**src/rtl/axi_req_master.sv**
```systemverilog
// Single-outstanding AXI4 master: turns simple engine requests into
// single-beat AXI4 reads/writes and hands back data or error status.
package axi_req_pkg;

  localparam int CFG_SYSBUS_ADDR_BITS  = 32;
  localparam int CFG_SYSBUS_DATA_BITS  = 64;
  localparam int CFG_SYSBUS_DATA_BYTES = CFG_SYSBUS_DATA_BITS / 8;
  localparam int CFG_SYSBUS_ID_BITS    = 5;
  localparam int CFG_SYSBUS_USER_BITS  = 1;

  typedef struct packed {
    logic                            aw_ready;
    logic                            w_ready;
    logic                            b_valid;
    logic [1:0]                      b_resp;
    logic                            ar_ready;
    logic                            r_valid;
    logic [1:0]                      r_resp;
    logic [CFG_SYSBUS_DATA_BITS-1:0] r_data;
  } axi4_master_in_type;

  typedef struct packed {
    logic                             aw_valid;
    logic [CFG_SYSBUS_ADDR_BITS-1:0]  aw_addr;
    logic [7:0]                       aw_len;
    logic [2:0]                       aw_size;
    logic [1:0]                       aw_burst;
    logic [3:0]                       aw_cache;
    logic [2:0]                       aw_prot;
    logic [CFG_SYSBUS_ID_BITS-1:0]    aw_id;
    logic [CFG_SYSBUS_USER_BITS-1:0]  aw_user;
    logic                             w_valid;
    logic [CFG_SYSBUS_DATA_BITS-1:0]  w_data;
    logic [CFG_SYSBUS_DATA_BYTES-1:0] w_strb;
    logic                             w_last;
    logic                             b_ready;
    logic                             ar_valid;
    logic [CFG_SYSBUS_ADDR_BITS-1:0]  ar_addr;
    logic [7:0]                       ar_len;
    logic [2:0]                       ar_size;
    logic [1:0]                       ar_burst;
    logic [3:0]                       ar_cache;
    logic [2:0]                       ar_prot;
    logic [CFG_SYSBUS_ID_BITS-1:0]    ar_id;
    logic [CFG_SYSBUS_USER_BITS-1:0]  ar_user;
    logic                             r_ready;
  } axi4_master_out_type;

endpackage

module axi_req_master
  import axi_req_pkg::*;
#(
  parameter logic [CFG_SYSBUS_ID_BITS-1:0]   req_id   = '0,
  parameter logic [CFG_SYSBUS_USER_BITS-1:0] req_user = '0
) (
  input  logic                             i_clk,
  input  logic                             i_rst,
  input  logic                             i_req_valid,
  output logic                             o_req_ready,
  input  logic                             i_req_write,
  input  logic [CFG_SYSBUS_ADDR_BITS-1:0]  i_req_addr,
  input  logic [CFG_SYSBUS_DATA_BITS-1:0]  i_req_wdata,
  input  logic [CFG_SYSBUS_DATA_BYTES-1:0] i_req_wstrb,
  input  logic [7:0]                       i_req_bytes,
  output logic                             o_resp_valid,
  input  logic                             i_resp_ready,
  output logic [CFG_SYSBUS_DATA_BITS-1:0]  o_resp_rdata,
  output logic                             o_resp_err,
  input  axi4_master_in_type               i_xmsti,
  output axi4_master_out_type              o_xmsto
);

  typedef enum logic [2:0] {
    S_IDLE,
    S_AR,
    S_R,
    S_AW_W,
    S_B,
    S_RESP
  } state_e;

  state_e                           state_q, state_d;
  logic [CFG_SYSBUS_ADDR_BITS-1:0]  addr_q, addr_d;
  logic [CFG_SYSBUS_DATA_BITS-1:0]  wdata_q, wdata_d;
  logic [CFG_SYSBUS_DATA_BYTES-1:0] wstrb_q, wstrb_d;
  logic [2:0]                       size_q, size_d;
  logic [CFG_SYSBUS_DATA_BITS-1:0]  rdata_q, rdata_d;
  logic                             err_q, err_d;
  logic                             aw_done_q, aw_done_d;
  logic                             w_done_q, w_done_d;
  logic                             size_ok;
  logic                             ar_v, aw_v, w_v;

  // Only the SLVERR/DECERR bit of each response matters here.
  logic unused_resp_lsb;
  assign unused_resp_lsb = i_xmsti.b_resp[0] ^ i_xmsti.r_resp[0];

  always_ff @(posedge i_clk) begin
    if (i_rst) begin
      state_q   <= S_IDLE;
      addr_q    <= '0;
      wdata_q   <= '0;
      wstrb_q   <= '0;
      size_q    <= '0;
      rdata_q   <= '0;
      err_q     <= 1'b0;
      aw_done_q <= 1'b0;
      w_done_q  <= 1'b0;
    end else begin
      state_q   <= state_d;
      addr_q    <= addr_d;
      wdata_q   <= wdata_d;
      wstrb_q   <= wstrb_d;
      size_q    <= size_d;
      rdata_q   <= rdata_d;
      err_q     <= err_d;
      aw_done_q <= aw_done_d;
      w_done_q  <= w_done_d;
    end
  end

  always_comb begin
    state_d   = state_q;
    addr_d    = addr_q;
    wdata_d   = wdata_q;
    wstrb_d   = wstrb_q;
    size_d    = size_q;
    rdata_d   = rdata_q;
    err_d     = err_q;
    aw_done_d = aw_done_q;
    w_done_d  = w_done_q;
    size_ok   = 1'b1;
    unique case (state_q)
      S_IDLE: begin
        if (i_req_valid) begin
          addr_d    = i_req_addr;
          wdata_d   = i_req_wdata;
          wstrb_d   = i_req_wstrb;
          rdata_d   = '0;
          err_d     = 1'b0;
          aw_done_d = 1'b0;
          w_done_d  = 1'b0;
          unique case (i_req_bytes)
            8'd1:    size_d = 3'd0;
            8'd2:    size_d = 3'd1;
            8'd4:    size_d = 3'd2;
            8'd8:    size_d = 3'd3;
            default: size_ok = 1'b0;
          endcase
          // Unsupported sizes never touch the bus.
          if (!size_ok) begin
            err_d   = 1'b1;
            state_d = S_RESP;
          end else if (i_req_write) begin
            state_d = S_AW_W;
          end else begin
            state_d = S_AR;
          end
        end
      end
      S_AR: begin
        if (i_xmsti.ar_ready) state_d = S_R;
      end
      S_R: begin
        if (i_xmsti.r_valid) begin
          rdata_d = i_xmsti.r_data;
          err_d   = i_xmsti.r_resp[1];
          state_d = S_RESP;
        end
      end
      S_AW_W: begin
        aw_done_d = aw_done_q | i_xmsti.aw_ready;
        w_done_d  = w_done_q | i_xmsti.w_ready;
        if (aw_done_d && w_done_d) state_d = S_B;
      end
      S_B: begin
        if (i_xmsti.b_valid) begin
          rdata_d = '0;
          err_d   = i_xmsti.b_resp[1];
          state_d = S_RESP;
        end
      end
      S_RESP: begin
        if (i_resp_ready) state_d = S_IDLE;
      end
      default: state_d = S_IDLE;
    endcase
  end

  assign ar_v = (state_q == S_AR);
  assign aw_v = (state_q == S_AW_W) && !aw_done_q;
  assign w_v  = (state_q == S_AW_W) && !w_done_q;

  // Payload fields read as zero whenever their channel is idle.
  always_comb begin
    o_xmsto          = '0;
    o_xmsto.ar_valid = ar_v;
    o_xmsto.aw_valid = aw_v;
    o_xmsto.w_valid  = w_v;
    o_xmsto.r_ready  = (state_q == S_R);
    o_xmsto.b_ready  = (state_q == S_B);
    if (ar_v) begin
      o_xmsto.ar_addr  = addr_q;
      o_xmsto.ar_size  = size_q;
      o_xmsto.ar_burst = 2'b01;
      o_xmsto.ar_id    = req_id;
      o_xmsto.ar_user  = req_user;
    end
    if (aw_v) begin
      o_xmsto.aw_addr  = addr_q;
      o_xmsto.aw_size  = size_q;
      o_xmsto.aw_burst = 2'b01;
      o_xmsto.aw_id    = req_id;
      o_xmsto.aw_user  = req_user;
    end
    if (w_v) begin
      o_xmsto.w_data = wdata_q;
      o_xmsto.w_strb = wstrb_q;
      o_xmsto.w_last = 1'b1;
    end
  end

  assign o_req_ready  = (state_q == S_IDLE);
  assign o_resp_valid = (state_q == S_RESP);
  assign o_resp_rdata = o_resp_valid ? rdata_q : '0;
  assign o_resp_err   = o_resp_valid & err_q;

endmodule

```
**config.mk**
```make
export PLATFORM = sky130hd
export DESIGN_NAME = axi_req_master
export DESIGN_NICKNAME = d
export VERILOG_FILES = /design/src/rtl/axi_req_master.sv
export SDC_FILE = /design/constraint.sdc
export NUM_CORES = 1
export LEC_CHECK = 0
export BUFFER_PORTS_ARGS = -buffer_cell sky130_fd_sc_hd__buf_4
export CAP_MARGIN = 15
export CORE_AREA = 8 8 171 173
export CTS_BUF_LIST = sky130_fd_sc_hd__clkbuf_16
export CTS_CLUSTER_DIAMETER = 200
export DETAILED_ROUTE_END_ITERATION = 6
export DIE_AREA = 0 0 179 181
export PLACE_DENSITY_LB_ADDON = 0.12
export SKIP_LAST_GASP = 1
export SYNTH_ARGS = -nofsm -noshare
export SYNTH_HDL_FRONTEND = slang
export SYNTH_SLANG_ARGS = --single-unit
```
**constraint.sdc**
```tcl
create_clock -name i_clk -period 1.5 [get_ports i_clk]
set_input_delay 0.075 -clock i_clk [delete_from_list [all_inputs] [get_ports i_clk]]
set_output_delay 0.075 -clock i_clk [all_outputs]
set_load 0.005 [all_outputs]
```
After elaboration in Yosys (flattened, before gate mapping) --
Index checks and enable logic that the tools add are counted.
Operators by class: reductions and logical operators 15, bitwise gates (word level) 3, mux-type cells 31, equal/unequal tests 15
Operator list (number):
- 64-bit two-way mux | 4
- 64-bit one-hot mux with 3 select lines | 1
- 73-bit two-way mux | 1
- 32-bit two-way mux | 2
- 3-bit two-way mux | 7
- 3-bit one-hot mux with 6 select lines | 1
- 3-bit one-hot mux with 4 select lines | 1
- 5-bit two-way mux | 2
- 2-bit inequality test (second input constant) | 5
- 8-bit by 1-bit equality test with 1-bit output (second input constant) | 1
- 8-bit by 2-bit equality test with 1-bit output (second input constant) | 1
- 8-bit by 3-bit equality test with 1-bit output (second input constant) | 1
- 8-bit by 4-bit equality test with 1-bit output (second input constant) | 1
- 1-bit two-way mux | 8
- 3-bit by 2-bit equality test with 1-bit output (second input constant) | 2
- 3-bit equality test (second input constant) | 2
- 6-bit AND reduction | 1
- 1-bit one-hot mux with 2 select lines | 2
- 2-bit AND reduction | 2
- 4-bit AND reduction | 1
- 4-bit nonzero test | 1
- 4-bit OR reduction | 1
- 3-bit by 1-bit equality test with 1-bit output (second input constant) | 1
- 1-bit logical AND | 3
- 10 further kinds | 12
Storage, ports and cells: logic and storage cells 73, register bits after elaboration 177, input bits 190, output and inout port bits 261

Logic depth before layout (Yosys ltp) --
Gate-level depths: netlist of the first run.
depth in word-level cells 8, gate-level depth with buffers 8

Worst setup path after synthesis of the first run --
No wires, ideal clock.
path kind register -> register, from reg state_q[0], to reg size_q[0], slack -0.151 ns, data arrival time 1.536 ns, stages on the path, launching flop included 6, clock period less this slack 1.651 ns, cells stage by stage dfxtp_1 or4b_1 buf_2 or2_1 o21a_1 o21ba_1
On the way: cells in the longest elaborated chain, start to end 2
RTL lines:
- start: declaration | RTL line 83 | state_e state_q, state_d;
- start signal: assignment | RTL line 111 | state_q <= state_d;
- 3-bit logical NOT | RTL line 134 | unique case (state_q)
- 3-bit AND reduction (no line)
- end signal: assignment | RTL line 115 | size_q <= size_d;
- end: declaration | RTL line 87 | logic [2:0] size_q, size_d;
No other way between the ends. A chain may end at the register's enable or synchronous reset.

==> impl_metrics.csv, run 1 <==
group,metric,value,unit
run_status,outcome,"finished, violations left",
floorplan,die_w,179,microns
sta,final-setup-viol-count,376,
synth,synth_area_leader_cell,"dfxtp_1",
floorplan,io_pins,451,
critical_path,crit_path_frequent_cell,"buf_12",
floorplan,initial_core_util,31.8,%
critical_path,path_cells,"and2b_1, nand2_2, nor2_4, buf_12, buf_12, and2_1, buf_4",
clock_tree,clkSinkCount,176,
clock_tree,root_buffer,"clkbuf_16",
floorplan,dieArea,32400,sq um
sta,drv_slew,0,
placed_design,hpwl,24700,microns
synth,synthArstFlopShare,0,%
finish,num-nets-final,1885,
synth,synth_common_cells,"213 x nand2_1, 176 x dfxtp_1, 173 x a21oi_1, 109 x and2_1, 99 x and3_1",
grt,grt_pass1_wl,53600,microns
sta,fin_crit,1.83,ns
floorplan,fp-row-count,60,
routing,ant_nets,0,
pwr,p_leak,7.09,nW
synth,synthesis.area,8420,sq um
synth,synthDistinctLibCells,39,
placed_design,dp.cells,1800,
synth,syn_inst,1115,
pwr,p_per_area,892,nW/um^2
clock_tree,numCtsBuffers,17,
pwr,max-vdd-ir-drop,0.608,mV
synth,synth_top_area_share,41.9,%
critical_path,cpPeakStageDelay,0.33,ns
synth,yosysMostFrequentCell,"nand2_1",
critical_path,crit_type,"register to primary output",
grt,grt_pass1_vias,9715,
critical_path,start_kind,"register",
synth,yosys_warnings,0,
routing,num_vias,10100,
clock_tree,cts_tree,"done",
critical_path,slowest_stage,"dfxtp_2",
placed_design,pre_cts_slack,-0.132,ns
clock_tree,clk_pin_slew,0.08,ns
critical_path,arrival,1.76,ns
routing,routed_wl,38100,microns
synth,synth_ff_type,"dfxtp_1",
grt,grt_max_degree,100,
routing,routedWlPerCell,18.6,microns
synth,ys_seq_elements,176,
critical_path,cp_top_family,"simple AND/OR/NAND/NOR gates",
sta,max_freq,0.546,GHz
sta,hold_viol,0,
placed_design,gp_congestion,0.766,
critical_path,crit_buf_inv,3,
critical_path,path_max_fanout,15,
grt,grt_overflow,0,
routing,dr.pass1.iters,7,
finish,area_delta_synth_final,84.3,%
worst_hold_path,holdCritPathClass,"input pin to register",
finish,final_core_util,58.5,%
clock_tree,clockBufferDepth,2,
critical_path,end_kind,"primary output",
finish,final_cells,2050,
grt,antenna_found_initial,1,
sta,fin_worst_skew,0.0135,ns
synth,synth_edf_count,0,
run_status,violations,"setup timing",
clock_tree,insertion_delay,0.43,ns
critical_path,cp.required,1.42,ns
flow_run,cap_violations,0,
routing,drt-initial-drc-count,506,
synth,ys_seq_area_share,41.9,%
clock_tree,h-tree-depth,4,
routing,avgViaCountPerCell,4.91,
grt,track_usage,20.5,%
routing,drc_errors,0,
floorplan,core,26500,sq um
sta,rsz0062_at_grt,"true",
finish,drive_above_1_share,35.2,%
floorplan,die_h,181,microns
sta,fin_ws,-0.331,ns
placed_design,io_buffers,402,
synth,synthTopCellsByArea,"dfxtp_1 42%, a21oi_1 10%, nand2_1 9.5%",
finish,fill_cells,2380,
sta,finalCritPeriodShare,122,%
synth,syn_avg_cell_area,7.55,sq um
per-stage QoR:
step / power (mW) / setup TNS, ns / area, sq um / hold WS, ns
CTS: 13.0 / -68.23 / 14500 / 0.00695
detailed placement: 7.96 / -11.14 / 12000 / 0.332
global route: 14.4 / -101.24 / 15500 / 0.0200
floorplan: 6.68 / -2.30 / 8660 / 0.211
finish: 13.8 / -68.04 / 15500 / 0.0135
global placement: 7.95 / -8.97 / 12000 / 0.321
area by class of cell:
class | instances | area, sq um | share of cell area (%)
Multi-Input combinational cell | 816 | 4530 | 29.2
Antenna cell | 1 | 2.50 | 0.0161
Sequential cell | 176 | 3530 | 22.8
Clock buffer | 17 | 425 | 2.74
Tap cell | 341 | 427 | 2.75
Timing Repair Buffer | 682 | 6410 | 41.3
Clock inverter | 15 | 171 | 1.11
Inverter | 2 | 10.0 | 0.0645
what timing repair did:
action	in CTS	in global routing
gates cloned	0	24
setup buffers	5	13
gates resized for setup	13	91
pin swaps	0	25
hold endpoints to repair	172	0
hold buffers	175	0
endpoints found under the setup margin	388	390
cells in the final DEF, fill, tap and decap left out, drive strengths merged, types with 2 or more instances in the layout:
cell         count
a32oi            2
mux2i            2
nor2             6
inv              9
and2           109
clkinv           6
nand4           64
a211oi           2
a21oi          173
and3            99
or4              2
nor2b            2
o21ai           68
o2bb2ai          2
clkbuf          37
conb            46
nand2          213
nor3             5
dfxtp          176
or2              2
dlygate4sd3    175
buf            487
nor3b            2
xnor2            2
a2bb2oi          3
per-layer routing:
metal  global-route usage, %  wire (microns)
met1                    24.8           15300
met2                    35.1           19200
met3                    5.00            2890
met4                    6.12             685
met5                       0               0
logic make-up after synthesis:
logic type | count (synthesis) | synth area share [%]
AOI/OAI and AO/OA | 256 | 15.8
xor gates and xnor gates | 3 | 0.312
buffers and inverters | 168 | 10.3
DFF | 176 | 41.9
muxes | 3 | 0.372
other | 1 | 0.0446
and+or+nand+nor | 508 | 31.3
worst paths after layout:
path | depth (start not counted) | end | slack (ns) | start
max | 7 | o_xmsto[126] | -0.33 | state_q[2]$_SDFFE_PP0P_
min | 2 | wdata_q[13]$_SDFFE_PP0P_ | 0.01 | i_rst
max reg2reg | 8 | rdata_q[1]$_SDFFE_PP0P_ | -0.20 | state_q[2]$_SDFFE_PP0P_
min reg2reg | 2 | wdata_q[57]$_SDFFE_PP0P_ | 0.45 | wdata_q[57]$_SDFFE_PP0P_
where the power goes:
group | leakage (nW) | switching, mW | internal [mW]
registers | 1.43 | 0.166 | 4.97
clock network | 0.289 | 2.20 | 2.39
logic | 5.37 | 1.98 | 2.12
total | 7.09 | 4.35 | 9.48
state kept, by name, summed over array words and instances (netlist names):
name	count
addr_q	32
err_q	1
wdata_q	64
aw_done_q	1
rdata_q	64
size_q	2
w_done_q	1
state_q	3
wstrb_q	8
(Power assumes the default switching activity.)
==> run 2, diff against run 1 <==
CTS_BUF_LIST = not set   (was sky130_fd_sc_hd__clkbuf_16)
TNS_END_PERCENT = 20   (was not set)
clock period = 1.63 ns   (was 1.5 ns; I/O delays follow)
==> run 2 against run 1 <==
The run still ends with setup timing left. Sequential share of layout area grew 1.9 points. Register-to-register slack better by 0.21 ns. Via count down 5.3%. Clock skew down 0.00090 ns. Worst setup slack improved by 0.088 ns. Global-route usage fell by 0.30 points. Worst hold slack better by 0.022 ns. First-iteration DRC count is 8.7% higher. Utilization decreased by 4.4 points. Combinational power fell by 33%. Cell count down 2.6%. Critical endpoint is now o_resp_rdata[6]. Highest routed layer unchanged.
==> impl_metrics.csv, run 2 (same netlist as run 1, synthesis figures left out) <==
group,metric,value,unit
critical_path,worst-r2r-setup-slack,0.01,ns
pwr,p_leak,6.58,nW
routing,avgViaCountPerCell,4.78,
routing,routed_wl,34800,microns
sta,fin_ws,-0.243,ns
grt,grt_overflow,0,
grt,grt_max_degree,107,
sta,fin_worst_skew,0.0126,ns
finish,final_common_cell,"buf_4",
critical_path,arrival,1.79,ns
clock_tree,numCtsBuffers,17,
placed_design,hpwl,23900,microns
pwr,max-vdd-ir-drop,0.594,mV
sta,fin_crit,1.87,ns
sta,rsz0062_at_grt,"true",
routing,dr.pass1.iters,4,
routing,num_vias,9536,
floorplan,die_w,179,microns
run_status,violations,"setup timing",
floorplan,fp-row-count,60,
finish,fill_cells,2537,
floorplan,initial_core_util,31.8,%
critical_path,crit_path_frequent_cell,"buf_4",
sta,hold_viol,0,
critical_path,path_cells,"buf_4, buf_4, and3_1, buf_4",
critical_path,path_max_fanout,53,
clock_tree,clkSinkCount,176,
run_status,outcome,"finished, violations left",
sta,finalCritPeriodShare,115,%
critical_path,cp_top_family,"buffers and inverters",
critical_path,crit_type,"register to primary output",
clock_tree,cts_tree,"done",
critical_path,crit_buf_inv,3,
clock_tree,clk_pin_slew,0.07,ns
finish,area_delta_synth_final,70.3,%
finish,drive_above_1_share,30.8,%
grt,grt_pass1_vias,9677,
grt,antenna_found_initial,2,
floorplan,io_pins,451,
grt,track_usage,20.2,%
placed_design,placed_area,11800,sq um
sta,relSlewSlack,64.9,%
sta,final-setup-viol-count,213,
placed_design,pre_cts_slack,0.00173,ns
critical_path,start_kind,"register",
sta,max_freq,0.534,GHz
clock_tree,root_buffer,"clkbuf_16",
clock_tree,h-tree-depth,4,
finish,postLayoutCellArea,14300,sq um
finish,final_cell_mix,"419 x buf_4, 212 x nand2_1, 175 x dlygate4sd3_1",
placed_design,gp_congestion,0.796,
floorplan,core,26500,sq um
floorplan,die_h,181,microns
finish,num-nets-final,1832,
sta,hold_slack,0.0351,ns
critical_path,cp.required,1.55,ns
critical_path,slowest_stage,"buf_4",
routing,routedWlPerCell,17.4,microns
critical_path,end_kind,"primary output",
pwr,p_per_area,792,nW/um^2
sta,drv_slew,0,
placed_design,io_buffers,402,
clock_tree,clockBufferDepth,2,
routing,ant_nets,0,
clock_tree,insertion_delay,0.43,ns
flow_run,cap_violations,0,
routing,drt-initial-drc-count,550,
critical_path,cpPeakStageDelay,0.40,ns
routing,drc_errors,0,
worst_hold_path,holdCritPathClass,"input pin to register",
grt,grt_pass1_wl,53100,microns
finish,reg_top3,"rdata_q (64), wdata_q (64), addr_q (32)",
floorplan,dieArea,32400,sq um
sta,tightest_slew,0.527,ns
run 2: cell count changes in the layout (fill, tap and decap cells not counted), sizes merged:
cell      previous run  this run
buf                487       452
clkbuf              37        21
clkinv               6         3
clkinvlp             1         4
inv                  9         7
bufinv               1         0
diode                1         2
run 2: final cells by class:
type,instances,area [sq um],share of cell area (%)
Tap cell,341,427,2.98
Clock buffer,19,433,3.02
Clock inverter,12,103,0.716
Inverter,2,7.51,0.0524
Sequential cell,176,3530,24.6
Timing Repair Buffer,629,5530,38.6
Antenna cell,2,5.00,0.0349
Multi-Input combinational cell,816,4300,30.0
run 2: worst paths after layout:
check	startpoint	endpoint	cells after the start
max reg2reg	state_q[2]$_SDFFE_PP0P_	wdata_q[47]$_SDFFE_PP0P_	6
max	state_q[0]$_SDFFE_PP0P_	o_resp_rdata[6]	4
min reg2reg	wdata_q[59]$_SDFFE_PP0P_	wdata_q[59]$_SDFFE_PP0P_	2
min	i_req_bytes[3]	size_q[1]$_SDFFE_PP0P_	4
run 2: report_power, final:
part | switching [mW] | total, mW | internal, mW | leakage (nW)
combinational | 1.49 | 2.75 | 1.26 | 4.89
clock | 1.89 | 3.87 | 1.98 | 0.249
sequential | 0.150 | 4.73 | 4.58 | 1.43
total | 3.53 | 11.3 | 7.82 | 6.58
run 2: routing by layer:
metal | GRT usage, % | share of wire (%)
met1 | 23.6 | 40
met2 | 33.7 | 49
met4 | 7.31 | 2.6
met5 | 0 | 0
met3 | 6.84 | 8.7
run 2: metrics by stage:
step	TNS, ns	instances	util, %	total power, mW
global placement	0	1783	44.7	7.18
global route	-58.97	1997	54.1	12.0
CTS	-38.03	1991	53.6	11.4
floorplan	0	1160	-	6.11
detailed placement	0	1783	44.7	7.20
finish	-36.20	1997	54.1	11.3
run 2: worst reg2reg max path, cell delays in order (launching register included):
cell and delay [ns]:
dfxtp_4 0.35, buf_4 0.13, nor3_1 0.24, and2_4 0.32, buf_12 0.25, nand2_1 0.10
a21oi_1 0.16
run 2: what timing repair did:
action	in CTS	in global routing
pin swaps	1	4
setup endpoints to repair	214	241
endpoints found under the hold margin	172	0
gates cloned	1	2
setup buffers	1	2
hold buffers	175	0
resized for setup	8	21
